[src/rtl/groestl_invmix_serial.sv]
// Byte-serial GF(2^8) circulant multiplier that undoes Groestl MixBytes on one 64-bit column.
// Optional build macro GRS_INVMIX_OUTREG_EN adds an output register stage (latency 9 instead of 8).
module groestl_invmix_serial (
  input  logic        clk,
  input  logic        rst,
  input  logic        coef_wr,
  input  logic [2:0]  coef_idx,
  input  logic [7:0]  coef_data,
  input  logic        in_valid,
  output logic        in_ready,
  input  logic [63:0] in_data,
  output logic        out_valid,
  input  logic        out_ready,
  output logic [63:0] out_data,
  output logic        busy
);

  typedef enum logic [1:0] {
    IDLE,
    BUSY,
    XFER,
    DONE
  } state_t;

  state_t      state, state_nx;
  logic [7:0]  coef [8];
  logic [63:0] col;
  logic [63:0] asm_q;
  logic [2:0]  cnt;
  logic [7:0]  ybyte;

  function automatic logic [7:0] gf_mul(input logic [7:0] a, input logic [7:0] b);
    logic [7:0] p;
    logic [7:0] aa;
    p  = '0;
    aa = a;
    for (int unsigned i = 0; i < 8; i++) begin
      if (b[i]) p ^= aa;
      aa = {aa[6:0], 1'b0} ^ (aa[7] ? 8'h1B : 8'h00);
    end
    return p;
  endfunction

  // col always holds x_i..x_(i+7) MSB-first, so coefficient k pairs with byte slot k.
  always_comb begin
    ybyte = '0;
    for (int unsigned k = 0; k < 8; k++) begin
      ybyte ^= gf_mul(coef[k], col[8*(7-k) +: 8]);
    end
  end

  always_ff @(posedge clk) begin
    if (rst) state <= IDLE;
    else     state <= state_nx;
  end

  always_comb begin
    state_nx = state;
    case (state)
      IDLE: if (in_valid) state_nx = BUSY;
`ifdef GRS_INVMIX_OUTREG_EN
      BUSY: if (cnt == 3'd7) state_nx = XFER;
`else
      BUSY: if (cnt == 3'd7) state_nx = DONE;
`endif
      XFER: state_nx = DONE;
      DONE: if (out_ready) state_nx = IDLE;
      default: state_nx = IDLE;
    endcase
  end

  assign in_ready  = (state == IDLE) && !rst;
  assign out_valid = (state == DONE);
  assign busy      = (state == BUSY);

  always_ff @(posedge clk) begin
    if (rst) begin
      coef  <= '{0: 8'h01, default: 8'h00};
      col   <= '0;
      asm_q <= '0;
      cnt   <= '0;
    end else begin
      if (state == IDLE && coef_wr) coef[coef_idx] <= coef_data;
      if (state == IDLE && in_valid) begin
        col <= in_data;
        cnt <= '0;
      end else if (state == BUSY) begin
        // {~cnt,3'b000} == 8*(7-cnt): byte i lands in slot i counted from the MSB.
        asm_q[{~cnt, 3'b000} +: 8] <= ybyte;
        col <= {col[55:0], col[63:56]};
        cnt <= cnt + 3'd1;
      end
    end
  end

`ifdef GRS_INVMIX_OUTREG_EN
  logic [63:0] out_q;
  always_ff @(posedge clk) begin
    if (rst)                out_q <= '0;
    else if (state == XFER) out_q <= asm_q;
  end
  always_comb out_data = out_q;
`else
  always_comb out_data = asm_q;
`endif

endmodule

[config.mk]
export PLATFORM = sky130hd
export DESIGN_NAME = groestl_invmix_serial
export DESIGN_NICKNAME = d
export VERILOG_FILES = /design/src/rtl/groestl_invmix_serial.sv
export SDC_FILE = /design/constraint.sdc
export NUM_CORES = 1
export LEC_CHECK = 0
export CAP_MARGIN = 20
export CELL_PAD_IN_SITES_DETAIL_PLACEMENT = 1
export CELL_PAD_IN_SITES_GLOBAL_PLACEMENT = 1
export CORE_UTILIZATION = 40
export CTS_CLUSTER_SIZE = 28
export DETAILED_ROUTE_END_ITERATION = 6
export HOLD_SLACK_MARGIN = 0.03
export PLACE_DENSITY_LB_ADDON = 0.1
export SYNTH_ARGS = -nofsm -noshare
export SYNTH_HDL_FRONTEND = slang
export SYNTH_SLANG_ARGS = --single-unit
[constraint.sdc]
create_clock -name clk -period 2.7 [get_ports clk]
set_clock_uncertainty 0.1 [all_clocks]
set_input_delay 0.54 -clock clk [delete_from_list [all_inputs] [get_ports clk]]
set_output_delay 0.54 -clock clk [all_outputs]
set_load 0.01 [all_outputs]
==> summary.txt <==
Yosys
  • Syn Inst Count: between 2000 and 2500
  • Post-Syn Area: approximately 18000 µm²
  • Yosys cell types: 45
  • FF+latch count, synth: slightly below 200
  • EDFF count, synth: 0
  • Yosys warns: 0
  • Synth Flop Type: dfxtp_1
  • Average cell area after synthesis: between 8 and 9 µm²
  • Post-synthesis sequential area ratio: 0.224
  • Synthesized netlist net count: roughly 2200
  • Asr flop ratio synth: 0

Placed design
  • Dpl cells: 3148
  • Port Buf Inserts: between 100 and 150
  • Post-Place Setup Slack: -0.705 ns
  • Routability cong.: 1.06
  • DPL Wire Length: around 70000 µm

Floorplanning
  • Die Ht: 212 µm
  • Core Region: between 40000 and 50000 µm²
  • Effective utilization at floorplan: 0.407
  • IO Count: between 100 and 150
  • Row count: 76
  • Die width: 212 µm
  • Die Area: around 45000 µm²

Clock network
  • Worst-skew pair later-pin latency: between 0.5 and 0.6 ns
  • Maximum clock insertion buffer count: 2
  • TritonCTS clock tree: built
  • Reg clk slew, reported paths: approximately 0.090 ns
  • Clock sink count: between 150 and 200
  • CTS Root Cell: clkbuf_16
  • Cts hold-fix bufs: 0
  • Number of buffers created by CTS: 17
  • # H-tree levels: 4

STA
  • Final setup violation count: 64
  • Tightest Pin Transition: 1.08 ns
  • Fin. Hold Viols: 0
  • Final worst slack: -0.549 ns
  • Maximum clock frequency: just over 300 MHz
  • Max Slew Vio Count: 0
  • Hold WS: around 0.36 ns
  • Final min period: 3.25 ns
  • Setup TNS: -27.81 ns
  • RSZ-0062 raised after global routing: yes
  • Slew headroom: 0.283
  • Fin crit share: 1.20

Worst setup path
  • Critical Path Sink Type: register
  • FF-to-FF path depth: 9
  • FF-to-FF Start: col[58]
  • Worst r2r dst: out_data[57]
  • Crit path DAT: 3.51 ns
  • R2r setup slk: -0.55 ns
  • Crit path kind: reg2reg
  • Setup crit end: out_data[57]
  • Crit Path Max Fanout: 8
  • CP startpoint: col[58]
  • CP startpoint kind: register
  • Worst Path Required: between 2 and 3 ns

Global routing
  • Global route total overflow: 0
  • Initial antenna violation count: 2
  • Vias in the first global route: between 15000 and 20000
  • First-pass GRT wire length: between 100000 and 150000 µm
  • GRT Util Overall: 0.407
  • Largest net degree at the start of global routing: 198

Detailed routing
  • Vias: between 15000 and 20000
  • DRT Pass-1 Iters: 7
  • 1st-iter DRT viols: approximately 1600
  • Vias per cell: between 5 and 6
  • Drt drc: 0
  • Avg WL per Cell: 27.9 µm
  • Post-DRT Antenna Nets: 0
  • Wirelength, routed: about 90000 µm

Cells and area
  • Final nets: roughly 2700
  • Fraction of layout cells with a size suffix above 1: 0.321
  • Fillcell total: roughly 5000
  • Most frequent cells in the layout: nand2_1, buf_4, xnor2_1, nor2_1, xor2_1
  • Finished Layout Cells: 3231
  • Commonest non-fill, non-tap cell in the layout: nand2_1
  • Synthesis-to-finish area growth: 46.5%
  • Ant diodes: 0

Outcome
  • Status: finished with violations
  • Failing checks: negative setup slack

Pwr
  • Leakage: approximately 11 nW
  • Pwr dens: approximately 630 nW/µm²
  • Peak supply drop: approximately 0.7 mV

Hold path
  • Worst Hold Class: reg2reg

Flow run
  • Max cap viols: 0
==> power breakdown <==
| part | internal, mW | switching, mW |
|---|---|---|
| Clock | 1.33 | 1.65 |
| Sequential | 3.31 | 0.476 |
| Combinational | 4.18 | 5.21 |
| Total | 8.82 | 7.34 |
==> critical path, cell delays in order (launching register included) <==
cell	delay (ns)
dfxtp_1	0.53
buf_4	0.26
nor2b_1	0.18
xnor2_1	0.10
xnor2_1	0.31
xnor3_1	0.40
xnor3_1	0.39
xnor3_4	0.61
nor2_1	0.15
nor3_1	0.07
==> cells by family (layout without fill, tap and decap cells) <==
kind of cell / Yosys count / after routing / share of synthesized area
adder cells (fa/ha/maj): 6 / 6 / 0.00426
XOR/XNOR: 636 / 636 / 0.406
flip-flops: 197 / 197 / 0.224
AO/OA/AOI/OAI: 89 / 89 / 0.0375
buffers and inverters: 199 / 716 / 0.0491
AND/OR/NAND/NOR: 847 / 847 / 0.191
multiplexers: 155 / 155 / 0.0880
==> synth_stat cells, types with 2 or more instances <==
cell type  number  area [µm²]
or2_2           2        12.5
ha_1            6        75.1
nor4b_1         2        17.5
nand2_1       491        1840
xor3_1         41         975
mux2i_1       155        1550
nor2b_1        11        68.8
nor3b_1         2        15.0
xor2_1        201        1760
or4_1           2        15.0
o21ai_0         5        25.0
buf_2          37         185
a22oi_1         2        15.0
xor2_2          5        81.3
buf_6           4        45.0
nand3_1         6        30.0
xnor2_2         2        32.5
xnor3_1        54        1220
o211ai_1        3        22.5
nand2b_1        4        25.0
xor3_2          6         150
dfxtp_1       197        3940
xnor3_2         3        71.3
a21oi_1         2        10.0
nor3_1         63         315
inv_1           9        33.8
xor3_4          2        55.1
nor4_1          2        12.5
xnor2_1       322        2820
or3_1           5        31.3
nor2_1        252         946
a211oi_1       73         548
clkbuf_1      114         428
buf_4          11        82.6
buf_1          23        86.3
==> cell type report <==
type                            instances  area [µm²]  area share
Clock buffer                           17         425      0.0165
Clock inverter                         15         234     0.00906
Inverter                                9        33.8     0.00131
Multi-Input combinational cell       1733       14200       0.551
Sequential cell                       197        4070       0.158
Tap cell                              585         732      0.0283
Timing Repair Buffer                  675        6100       0.236
==> routing by layer <==
layer,vias up,share of wire,global-route usage
li1,7765,-,-
met1,8799,0.42,0.537
met2,735,0.45,0.642
met3,173,0.075,0.0717
met4,0,0.047,0.192
met5,-,0,0
==> worst min-delay path by stage <==
stage,endpoint,from,cells past startpoint,slack (ns)
final,out_data[38],out_data[38],2,0.36
after global routing,out_data[38],out_data[38],2,0.41
after CTS,out_data[38],out_data[38],2,0.36
after detailed placement,out_data[38],out_data[38],2,0.35
after global placement,out_data[38],out_data[38],2,0.35
after floorplan,cnt[2],cnt[2],2,0.37
==> metrics by stage <==
step / area, µm² / power, mW / util
5_1_grt: 25800 / 16.6 / 0.597
6_report: 25800 / 16.2 / 0.597
2_1_floorplan: 17900 / 7.79 / -
4_1_cts: 24900 / 15.6 / 0.577
3_5_place_dp: 23200 / 12.1 / 0.536
3_3_place_gp: 23200 / 11.9 / 0.536
==> repair_timing <==
item / 4_1_cts / 5_1_grt
pin swaps: 85 / 59
buffers inserted: 35 / 19
endpoints found under the setup margin: 65 / 64
gates resized for setup: 186 / 155
==> sequential cells by signal, indices dropped and copies added (netlist names) <==
register / cells
state: 2
col: 64
cnt: 3
out_data: 64
coef: 64
Note: power is estimated with default switching activity, not from simulation.
